**config.mk**
```make
export PLATFORM = sky130hd
export DESIGN_NAME = pixel_feeder_stream_flat
export DESIGN_NICKNAME = d
export VERILOG_FILES = /design/src/rtl/pixel_feeder_pkg.sv /design/src/rtl/pixel_feeder_stream_if.sv /design/src/rtl/pixel_feeder_stream_sync_fifo.sv /design/src/rtl/pixel_feeder_stream.sv /design/src/flat_wrapper.sv
export SDC_FILE = /design/constraint.sdc
export NUM_CORES = 1
export LEC_CHECK = 0
export ABC_AREA = 1
export BUFFER_PORTS_ARGS = -buffer_cell sky130_fd_sc_hd__buf_2
export CORE_MARGIN = 10
export CORE_UTILIZATION = 58
export CTS_BUF_LIST = sky130_fd_sc_hd__clkbuf_2
export CTS_CLUSTER_SIZE = 8
export DETAILED_ROUTE_END_ITERATION = 10
export PLACE_DENSITY = 0.78
export SYNTH_ARGS = -nofsm -noshare
export SYNTH_HDL_FRONTEND = slang
export SYNTH_SLANG_ARGS = --single-unit
```
**constraint.sdc**
```tcl
create_clock -name clk -period 3.35 [get_ports clk]
set_input_delay 0.67 -clock clk [delete_from_list [all_inputs] [get_ports clk]]
set_output_delay 0.67 -clock clk [all_outputs]
set_load 0.02 [all_outputs]
```
**src/rtl/pixel_feeder_pkg.sv**
```systemverilog
// Shared types and default geometry for the pixel feeder.
// Latency: n/a (types and constants only).
// Backpressure: n/a.
package pixel_feeder_pkg;

   localparam int DEF_PIX_W      = 8;
   localparam int DEF_FIFO_DEPTH = 16;
   localparam int DEF_IMG_W      = 64;
   localparam int DEF_IMG_H      = 64;

   typedef enum logic [1:0] {
      ST_IDLE = 2'd0,
      ST_RUN  = 2'd1,
      ST_DONE = 2'd2
   } state_t;

endpackage

```
**src/rtl/pixel_feeder_stream_if.sv**
```systemverilog
// Pixel bus: CPU write side in, convolution-core stream out.
// Latency: n/a (wires only).
// Backpressure: px_ready toward the CPU, ready_out from the core.
interface pixel_feeder_stream_if
   import pixel_feeder_pkg::*;
#(
   parameter int PIX_W = DEF_PIX_W
);
   logic             px_valid;
   logic [PIX_W-1:0] px_in;
   logic             px_ready;
   logic             valid_out;
   logic [PIX_W-1:0] px_out;
   logic             ready_out;
   logic             sof;
   logic             eol;
   logic             eof;

   // Environment side: CPU writer plus convolution core.
   modport master (
      output px_valid, px_in, ready_out,
      input  px_ready, valid_out, px_out, sof, eol, eof
   );

   // Feeder side.
   modport slave (
      input  px_valid, px_in, ready_out,
      output px_ready, valid_out, px_out, sof, eol, eof
   );
endinterface

```
**src/rtl/pixel_feeder_stream_sync_fifo.sv**
```systemverilog
// Single-clock FIFO with synchronous flush and occupancy count.
// Latency: written word visible on rd_data the edge after the write.
// Backpressure: writes dropped when full, reads ignored when empty.
module sync_fifo #(
   parameter int WIDTH = 8,
   parameter int DEPTH = 16
) (
   input  logic                       clk,
   input  logic                       rst,
   input  logic                       flush,
   input  logic                       wr_en,
   input  logic [WIDTH-1:0]           wr_data,
   input  logic                       rd_en,
   output logic [WIDTH-1:0]           rd_data,
   output logic                       full,
   output logic                       empty,
   output logic [$clog2(DEPTH+1)-1:0] level
);
   localparam int AW = $clog2(DEPTH);
   localparam int LW = $clog2(DEPTH+1);

   logic [WIDTH-1:0] mem [DEPTH];
   logic [AW-1:0]    wr_ptr;
   logic [AW-1:0]    rd_ptr;
   logic [LW-1:0]    count;
   logic             do_wr;
   logic             do_rd;

   assign do_wr   = wr_en && !full;
   assign do_rd   = rd_en && !empty;
   assign full    = (count == LW'(DEPTH));
   assign empty   = (count == '0);
   assign level   = count;
   assign rd_data = mem[rd_ptr];

   // Pointer and occupancy bookkeeping; flush empties without touching storage.
   always_ff @(posedge clk or posedge rst) begin
      if (rst) begin
         wr_ptr <= '0;
         rd_ptr <= '0;
         count  <= '0;
      end else if (flush) begin
         wr_ptr <= '0;
         rd_ptr <= '0;
         count  <= '0;
      end else begin
         if (do_wr) wr_ptr <= wr_ptr + AW'(1);
         if (do_rd) rd_ptr <= rd_ptr + AW'(1);
         if (do_wr && !do_rd)      count <= count + LW'(1);
         else if (!do_wr && do_rd) count <= count - LW'(1);
      end
   end

   // Storage array, no reset needed since reads are gated by count.
   always_ff @(posedge clk) begin
      if (do_wr && !flush) mem[wr_ptr] <= wr_data;
   end
endmodule

```
**src/rtl/pixel_feeder_stream.sv**
```systemverilog
// Buffers CPU pixels and streams one frame per start with sof/eol/eof markers; optional ovf flag under PIXEL_FEEDER_OVF_EN.
// Latency: pixel written into an empty buffer in RUN is presented on valid_out one edge later.
// Backpressure: px_ready drops when the buffer is full; output register holds while ready_out is low.
module pixel_feeder_stream
   import pixel_feeder_pkg::*;
#(
   parameter int PIX_W      = DEF_PIX_W,
   parameter int FIFO_DEPTH = DEF_FIFO_DEPTH,
   parameter int IMG_W      = DEF_IMG_W,
   parameter int IMG_H      = DEF_IMG_H
) (
   input  logic                            clk,
   input  logic                            rst,
   input  logic                            start,
   input  logic                            abort,
   pixel_feeder_stream_if.slave            bus,
   output logic                            frame_done,
   output logic [$clog2(FIFO_DEPTH+1)-1:0] level
`ifdef PIXEL_FEEDER_OVF_EN
   ,
   output logic                            ovf,
   input  logic                            ovf_clr
`endif
);
   localparam int COL_W = $clog2(IMG_W);
   localparam int ROW_W = (IMG_H > 1) ? $clog2(IMG_H) : 1;

   state_t           state;
   state_t           state_nxt;
   logic [COL_W-1:0] col;
   logic [ROW_W-1:0] row;
   logic [PIX_W-1:0] fifo_dat;
   logic             fifo_full;
   logic             fifo_empty;
   logic             wr_en;
   logic             load;
   logic             hs;
   logic             at_eol;
   logic             at_eof;
   logic             out_vld;
   logic [PIX_W-1:0] out_dat;

   assign hs     = out_vld && bus.ready_out;
   assign at_eol = (col == COL_W'(IMG_W-1));
   assign at_eof = at_eol && (row == ROW_W'(IMG_H-1));
   assign wr_en  = bus.px_valid && !fifo_full && !abort;
   // The pixel after eof belongs to the next frame, so it stays buffered.
   assign load   = (state == ST_RUN) && !fifo_empty && !abort &&
                   (!out_vld || (bus.ready_out && !at_eof));

   sync_fifo #(
      .WIDTH (PIX_W),
      .DEPTH (FIFO_DEPTH)
   ) u_fifo (
      .clk     (clk),
      .rst     (rst),
      .flush   (abort),
      .wr_en   (wr_en),
      .wr_data (bus.px_in),
      .rd_en   (load),
      .rd_data (fifo_dat),
      .full    (fifo_full),
      .empty   (fifo_empty),
      .level   (level)
   );

   // Frame state register.
   always_ff @(posedge clk or posedge rst) begin
      if (rst) state <= ST_IDLE;
      else     state <= state_nxt;
   end

   // Frame sequencing; abort overrides everything including start.
   always_comb begin
      state_nxt = state;
      case (state)
         ST_IDLE: if (start)       state_nxt = ST_RUN;
         ST_RUN:  if (hs && at_eof) state_nxt = ST_DONE;
         ST_DONE:                   state_nxt = ST_IDLE;
         default:                   state_nxt = ST_IDLE;
      endcase
      if (abort) state_nxt = ST_IDLE;
   end

   // Output register: refills on the same edge it drains to keep full rate.
   always_ff @(posedge clk or posedge rst) begin
      if (rst) begin
         out_vld <= 1'b0;
         out_dat <= '0;
      end else if (abort) begin
         out_vld <= 1'b0;
      end else if (load) begin
         out_vld <= 1'b1;
         out_dat <= fifo_dat;
      end else if (hs) begin
         out_vld <= 1'b0;
      end
   end

   // Position of the presented pixel; advances only when the core takes it.
   always_ff @(posedge clk or posedge rst) begin
      if (rst) begin
         col <= '0;
         row <= '0;
      end else if (abort) begin
         col <= '0;
         row <= '0;
      end else if (hs) begin
         if (at_eol) begin
            col <= '0;
            row <= at_eof ? '0 : row + ROW_W'(1);
         end else begin
            col <= col + COL_W'(1);
         end
      end
   end

`ifdef PIXEL_FEEDER_OVF_EN
   // Sticky drop indicator; a new drop wins over a same-cycle clear.
   always_ff @(posedge clk or posedge rst) begin
      if (rst)                            ovf <= 1'b0;
      else if (abort)                     ovf <= 1'b0;
      else if (bus.px_valid && fifo_full) ovf <= 1'b1;
      else if (ovf_clr)                   ovf <= 1'b0;
   end
`endif

   assign bus.px_ready  = !fifo_full;
   assign bus.valid_out = out_vld;
   assign bus.px_out    = out_dat;
   assign bus.sof       = out_vld && (col == '0) && (row == '0);
   assign bus.eol       = out_vld && at_eol;
   assign bus.eof       = out_vld && at_eof;
   assign frame_done    = (state == ST_DONE);
endmodule

```
**src/flat_wrapper.sv**
```systemverilog
// flat-port wrapper written by rule: the top's interface ports become plain ports
module pixel_feeder_stream_flat import pixel_feeder_pkg::*;
#(
   parameter int PIX_W      = DEF_PIX_W,
   parameter int FIFO_DEPTH = DEF_FIFO_DEPTH,
   parameter int IMG_W      = DEF_IMG_W,
   parameter int IMG_H      = DEF_IMG_H
)
  (clk, rst, start, abort, frame_done, level, bus_px_valid, bus_px_in, bus_ready_out, bus_px_ready, bus_valid_out, bus_px_out, bus_sof, bus_eol, bus_eof);
  pixel_feeder_stream_if #(.PIX_W(PIX_W)) bus_i ();
  input  logic clk;
  input  logic rst;
  input  logic start;
  input  logic abort;
  output logic frame_done;
  output logic [$clog2(FIFO_DEPTH+1)-1:0] level;
  input wire logic [$bits(bus_i.px_valid)-1:0] bus_px_valid;
  input wire logic [$bits(bus_i.px_in)-1:0] bus_px_in;
  input wire logic [$bits(bus_i.ready_out)-1:0] bus_ready_out;
  output wire logic [$bits(bus_i.px_ready)-1:0] bus_px_ready;
  output wire logic [$bits(bus_i.valid_out)-1:0] bus_valid_out;
  output wire logic [$bits(bus_i.px_out)-1:0] bus_px_out;
  output wire logic [$bits(bus_i.sof)-1:0] bus_sof;
  output wire logic [$bits(bus_i.eol)-1:0] bus_eol;
  output wire logic [$bits(bus_i.eof)-1:0] bus_eof;
  assign bus_i.px_valid = bus_px_valid;
  assign bus_i.px_in = bus_px_in;
  assign bus_i.ready_out = bus_ready_out;
  assign bus_px_ready = bus_i.px_ready;
  assign bus_valid_out = bus_i.valid_out;
  assign bus_px_out = bus_i.px_out;
  assign bus_sof = bus_i.sof;
  assign bus_eol = bus_i.eol;
  assign bus_eof = bus_i.eof;
  pixel_feeder_stream #(.PIX_W(PIX_W), .FIFO_DEPTH(FIFO_DEPTH), .IMG_W(IMG_W), .IMG_H(IMG_H)) u_core (.clk(clk), .rst(rst), .start(start), .abort(abort), .bus(bus_i), .frame_done(frame_done), .level(level));
endmodule
```
==> metrics.cfg, run 1 <==
[logic_synthesis]
yosysSeqAreaShare_pct=66.65
synth_edf_count=128
synth_seq_cells=164
synth_cells=652
async_flop_share_pct=21.95
ys_warn_count=0
syn_avg_cell_area_um2=10.92
synth_flop_cell=edfxtp_1
syn-cell-area_mm2=0.007118
syn_nets=680
synth.distinct_cells=37

[job]
cap_viol_max_count=0

[timing]
hold_viol_final=0
min_period_ps=2780
max_freq_mhz=359.7
finalSetupViolations=0
rsz0062_at_grt=false
worst_slew_pin_slew_ps=1019
slew_headroom_pct=32.00
min_period_over_period_pct=82.99
skew_ps=25.87
fin_setup_tns_ps=0
slew_violations=0

[global_route]
grt_max_degree=67
grt_antenna_before_repair=0
grt_pass1_wl_um=24370
track_usage_pct=18.66
overflow=0
grt_pass1_vias=4794

[power]
power.leakage_nw=2.896
peakVddDrop_mv=0.5147
pwr_density_cell_mw_per_mm2=622.5

[cells_and_area]
final_nets=706
drive_gt1_share_pct=12.16
layout_commonest_cell=nor2_1
seq_area_mm2=0.004746
fin_util_pct=63.41
final_design_area_no_fill_mm2=0.007616
multi_input_area_mm2=0.002113
final_cell_mix=143 x nor2_1, 128 x edfxtp_1, 80 x nand2_1, 80 x o21ai_0, 48 x nand3_1
fillerInstances=938
antenna_cells=0
syn_to_final_growth_pct=6.996

[worst_setup_path]
critPathArrivalTime_ps=2110
required_ps=2680
worstSetupPathType=reg -> out
ff2ff_setup_slack_ps=780
start_kind=flop
cp-end-kind=output pin
worstPathMaxFanout=3
reg2regPathDepth=15

[placed_design]
placed_area_mm2=0.007352
port_buffers=32
finalWeightedCongestion=0.8655
dp_hpwl_um=9947

[drt]
route.detailed.drc=0
dr.pass1.iters=5
ant_nets=0
routed_wl_um=15190
dr.first_iter.drc_count=641
wl_per_cell_um=18.12
viasPerCell=5.835
vias=4890

[clock_tree]
cts_setup_buffers=0
cts-htree-levels=4
cts_made_buffers=17
hold_buffers=0
cts_tree=yes
cts_sinks=164
ctsResizeCount=0
clockBufferDepth=2
clkLatencyLatePin_ps=730
clock-root-buffer=clkbuf_2
cts.clk_slew.worst_paths_ps=210

[floorplan]
rows=40
start_util_pct=59.26
ioPinCount=33
dieArea_mm2=0.01710
die_h_um=130.8
core_area_mm2=0.01201
chipWidth_um=130.8

[outcome]
outcome=complete, no violations

[min_path]
hold_class=in -> async

==> final timing paths <==
check | startpoint | to
worst min register to register | u_core.bus.px_out[1]$_DFFE_PP0P_ | u_core.bus.px_out[1]$_DFFE_PP0P_
worst max-delay path | u_core.row[0]$_DFFE_PP0P_ | bus_eof
min in group clk | start | u_core.state[0]$_DFFE_PP0P_
worst min-delay path | rst | u_core.u_fifo.wr_ptr[2]$_DFFE_PP0P_
max in group asynchronous | rst | u_core.row[0]$_DFFE_PP0P_
worst max register to register | u_core.row[0]$_DFFE_PP0P_ | u_core.u_fifo.level[4]$_DFFE_PP0P_
==> final cells by class <==
| type | instances | share of cell area, % |
|---|---|---|
| Clock buffer | 21 | 1.380 |
| Clock inverter | 11 | 2.086 |
| Inverter | 33 | 1.659 |
| Multi-Input combinational cell | 427 | 27.75 |
| Sequential cell | 164 | 62.31 |
| Tap cell | 147 | 2.415 |
| Timing Repair Buffer | 35 | 2.399 |
==> registers in the layout (all words and copies together), names as in the netlist <==
| register | cells |
|---|---|
| u_core.row | 6 |
| u_core.u_fifo.level | 5 |
| u_core.u_fifo.mem | 128 |
| u_core.col | 6 |
| u_core.state | 2 |
| u_core.bus.valid_out | 1 |
| u_core.bus.px_out | 8 |
| u_core.u_fifo.rd_ptr | 4 |
| u_core.u_fifo.wr_ptr | 4 |
==> routing by layer <==
layer | global-route usage, % | routed length (µm) | vias to the layer above
li1 | - | - | 2314
met3 | 4.110 | 947 | 32
met1 | 24.55 | 6758 | 2349
met4 | 8.633 | 371 | 0
met5 | 0 | 0 | -
met2 | 29.11 | 7111 | 195
==> cell families after synthesis <==
logic type                 count (synthesis)  share of synthesized area (%)
buffers and inverters                     61                          3.656
xor gates and xnor gates                   3                         0.3692
DFF                                      164                          66.65
adders and majority gates                 14                          2.566
and+or+nand+nor                          293                          17.51
AOI/OAI and AO/OA                        117                          9.246
==> synthesized netlist by cell type, types with 4 or more instances <==
library cell | number | area (µm²)
nand2_1 | 80 | 300.3
o21ai_0 | 80 | 400.4
a21oi_1 | 10 | 50.05
inv_2 | 4 | 15.01
nand3_1 | 48 | 240.2
clkbuf_1 | 12 | 45.04
inv_1 | 26 | 97.59
buf_2 | 11 | 55.05
nand3_2 | 4 | 40.04
edfxtp_1 | 128 | 3844
dfrtp_1 | 36 | 900.9
o211ai_1 | 19 | 142.6
nor2_1 | 143 | 536.8
ha_1 | 13 | 162.7
==> through the flow <==
stage	total power, mW	hold WS (ps)	cells	setup WS [ps]
3_5_place_dp	3.643	471.3	806	655.6
3_3_place_gp	3.605	478.3	806	742.0
5_1_grt	5.005	73.61	838	446.7
4_1_cts	4.759	27.24	838	535.4
6_report	4.741	47.48	838	569.8
2_1_floorplan	3.297	476.3	652	1071
==> critical path: stages (launching register included) <==
cell,delay (ps)
dfrtp_1,410
ha_1,210
nand3_1,140
nor2_2,220
nand3_2,170
inv_1,80
buf_2,160
==> power breakdown <==
group | internal, mW | leakage (nW) | switching (mW) | total (mW)
registers | 2.33 | 1.63 | 0.111 | 2.44
clock network | 0.496 | 0.159 | 0.641 | 1.14
logic | 0.363 | 1.10 | 0.804 | 1.17
total | 3.19 | 2.90 | 1.56 | 4.74
Power figures use the tool's default switching activity.
==> inputs of run 2 (changes only) <==
--- a/config.mk
+++ b/config.mk
@@ -8,11 +8,11 @@
 export ABC_AREA = 1
 export BUFFER_PORTS_ARGS = -buffer_cell sky130_fd_sc_hd__buf_2
 export CORE_MARGIN = 10
-export CORE_UTILIZATION = 58
+export CORE_UTILIZATION = 57
 export CTS_BUF_LIST = sky130_fd_sc_hd__clkbuf_2
 export CTS_CLUSTER_SIZE = 8
 export DETAILED_ROUTE_END_ITERATION = 10
-export PLACE_DENSITY = 0.78
+export PLACE_DENSITY = 0.8
 export SYNTH_ARGS = -nofsm -noshare
 export SYNTH_HDL_FRONTEND = slang
 export SYNTH_SLANG_ARGS = --single-unit
==> constraint.sdc (replaced) <==
create_clock -name clk -period 2.4 [get_ports clk]
set_input_delay 0.48 -clock clk [delete_from_list [all_inputs] [get_ports clk]]
set_output_delay 0.48 -clock clk [all_outputs]
set_load 0.02 [all_outputs]
==> run 2 against run 1 <==
- the run now ends with setup timing left
- routed wire length grew 12%
- worst setup slack lost 720 ps
- combinational power grew 71%
- sequential share of layout area shrank 3.7 points
- clock skew grew 8.1 ps
- largest cell class unchanged
==> metrics.cfg, run 2 (same netlist as run 1, synthesis figures left out) <==
[cells_and_area]
drive_gt1_share_pct=19.67  ; +7.5 points
fin_util_pct=66.96  ; +3.6 points
final_cell_mix=142 x nor2_1, 128 x edfxtp_1, 80 x nand2_1, 80 x o21ai_0, 45 x nand3_1
final_design_area_no_fill_mm2=0.008110  ; +6.5%
largest_reg_flops=128  ; unchanged
layout_commonest_cell=nor2_1
syn_to_final_growth_pct=13.94
antenna_cells=0  ; unchanged
layout.cells.non_filler=900  ; +7.4%
final_nets=747  ; +5.8%
top_register=u_core.u_fifo.mem

[worst_setup_path]
ff2ff_setup_slack_ps=-150  ; -930 ps
r2r_end=u_core.u_fifo.level[4]$_DFFE_PP0P_
path_depth=16  ; +10
worstReg2RegStart=u_core.row[1]$_DFFE_PP0P_
worstSetupPathType=reg -> reg
critPathMaxStageDelay_ps=500  ; +90 ps
critPathSlowestCell=dfrtp_1
startpoint=u_core.row[1]$_DFFE_PP0P_
start_kind=flop
path_buf_inv=1  ; -1
reg2regPathDepth=16  ; +1
critPathArrivalTime_ps=3270  ; +1160 ps
crit_chain=ha_4, nand3_2, nor2_4, nand3_4, buf_4, nand2_4, nand2_8, fa_2, nand3_2, nand2_1, nand2_1, nand2_1, nand3b_1, nand2_1, nand2_1, nand2_1
worstPathMaxFanout=10  ; +7
required_ps=3120  ; +440 ps
crit_family=simple AND/OR/NAND/NOR gates
crit_path_end=u_core.u_fifo.level[4]$_DFFE_PP0P_
cpMostUsedCell=nand2_1
cp-end-kind=flop

[timing]
setup_ws_ps=-151.9  ; -721.8 ps
max_freq_mhz=391.9
hold_viol_final=0  ; unchanged
worst_slew_pin_slew_ps=529.7  ; -488.8 ps
min_period_ps=2552
fin_setup_tns_ps=-478.4  ; -478.4 ps
finalSetupViolations=4  ; +4
hold_ws_ps=84.85  ; +37.37 ps
min_period_over_period_pct=106.3
rsz0062_at_grt=true
slew_headroom_pct=64.65  ; +33 points
skew_ps=33.94  ; +8.066 ps
slew_violations=0  ; unchanged

[placed_design]
place_ws_ps=117.6  ; -538.1 ps
placed_area_mm2=0.007581  ; +3.1%
port_buffers=32  ; unchanged
dp_hpwl_um=10760  ; +8.2%
dp_cells=849  ; +5.3%
finalWeightedCongestion=0.9269  ; +7.1%

[min_path]
hold_class=in -> reg

[clock_tree]
cts_tree=yes
cts_sinks=164  ; unchanged
clock-root-buffer=clkbuf_2
cts_made_buffers=17  ; unchanged
cts-htree-levels=4  ; unchanged
clkLatencyLatePin_ps=770  ; +40 ps
clockBufferDepth=2  ; unchanged
cts.clk_slew.worst_paths_ps=250  ; +40 ps

[drt]
routed_wl_um=17050  ; +12%
viasPerCell=5.812  ; -0.40%
wl_per_cell_um=18.95  ; +4.5%
dr.first_iter.drc_count=587  ; -8.4%
dr.pass1.iters=5  ; unchanged
vias=5231  ; +7.0%
ant_nets=0  ; unchanged
route.detailed.drc=0  ; unchanged

[job]
cap_viol_max_count=0  ; unchanged

[floorplan]
rows=40  ; unchanged
core_area_mm2=0.01211  ; +0.83%
chipWidth_um=131.8  ; +0.74%
ioPinCount=33  ; unchanged
die_h_um=131.8  ; +0.74%
dieArea_mm2=0.01736  ; +1.5%
start_util_pct=58.77  ; -0.49 points

[power]
power.leakage_nw=3.087  ; +6.6%
total_power_mw=6.894  ; +45%
peakVddDrop_mv=0.6557  ; +27%
pwr_density_cell_mw_per_mm2=850.0  ; +37%

[global_route]
overflow=0  ; unchanged
grt_pass1_wl_um=26300  ; +7.9%
grt_pass1_vias=4994  ; +4.2%
grt_max_degree=67  ; unchanged
grt_antenna_before_repair=0  ; unchanged
track_usage_pct=19.05  ; +0.39 points

[outcome]
outcome=finished with violations
violations=setup timing

[run 2: changes by cell type in the layout (fill, tap and decap cells not counted), sizes merged]
| cell | change |
|---|---|
| buf | +38 |
| bufinv | -3 |
| clkbuf | -4 |
| clkinvlp | +2 |
| dlygate4sd3 | +3 |
| inv | +5 |
[run 2: timing repair]
item                                   4_1_cts  5_1_grt
buffers inserted                             2       14
gates resized for setup                      9       26
setup endpoints to repair                    3        5
endpoints found under the hold margin       14        0
hold buffers                                 3        0
pin swaps                                    4        8
[run 2: worst reg2reg max path, cell delays in order, from the launching register on]
cell	delay, ps
dfrtp_1	500
ha_4	190
nand3_2	120
nor2_4	170
nand3_4	80
buf_4	150
nand2_4	80
nand2_8	90
fa_2	400
nand3_2	100
nand2_1	60
nand2_1	100
nand2_1	90
nand3b_1	180
nand2_1	80
nand2_1	50
nand2_1	70
[run 2: how the worst min path moves through the flow]
stage | endpoint | start | slack [ps] | cells past startpoint
after detailed placement | u_core.bus.px_out[5]$_DFFE_PP0P_ | u_core.bus.px_out[5]$_DFFE_PP0P_ | 470 | 2
after floorplan | u_core.col[4]$_DFFE_PP0P_ | u_core.col[4]$_DFFE_PP0P_ | 480 | 1
after global placement | u_core.bus.px_out[1]$_DFFE_PP0P_ | u_core.bus.px_out[1]$_DFFE_PP0P_ | 470 | 2
after global routing | u_core.u_fifo.mem[6][3]$_DFFE_PP_ | bus_px_in[3] | 30 | 1
final | u_core.u_fifo.mem[11][1]$_DFFE_PP_ | bus_px_in[1] | 80 | 1
after CTS | u_core.u_fifo.mem[0][1]$_DFFE_PP_ | bus_px_in[1] | 40 | 1
[run 2: power by group]
| part | internal, mW | total (mW) | switching (mW) | leakage (nW) |
|---|---|---|---|---|
| clock network | 0.404 | 1.45 | 1.04 | 0.130 |
| registers | 3.25 | 3.45 | 0.197 | 1.63 |
| logic | 0.714 | 2.00 | 1.28 | 1.33 |
| total | 4.37 | 6.89 | 2.52 | 3.09 |
[run 2: routing by layer]
metal  track usage, %  vias up  wire, µm
met5                0        -         0
met1            24.80     2506      6863
met3            4.688       44      1379
met4            6.304        0       460
li1                 -     2400         -
met2            30.62      281      8350
[run 2: cell type report]
class / count / area, µm²
Sequential cell: 164 / 4751
Fill cell: 900 / 4001
Multi-Input combinational cell: 427 / 2243
Timing Repair Buffer: 76 / 546.8
Tap cell: 168 / 210.2
Clock inverter: 15 / 147.6
Inverter: 33 / 126.4
Clock buffer: 17 / 85.08
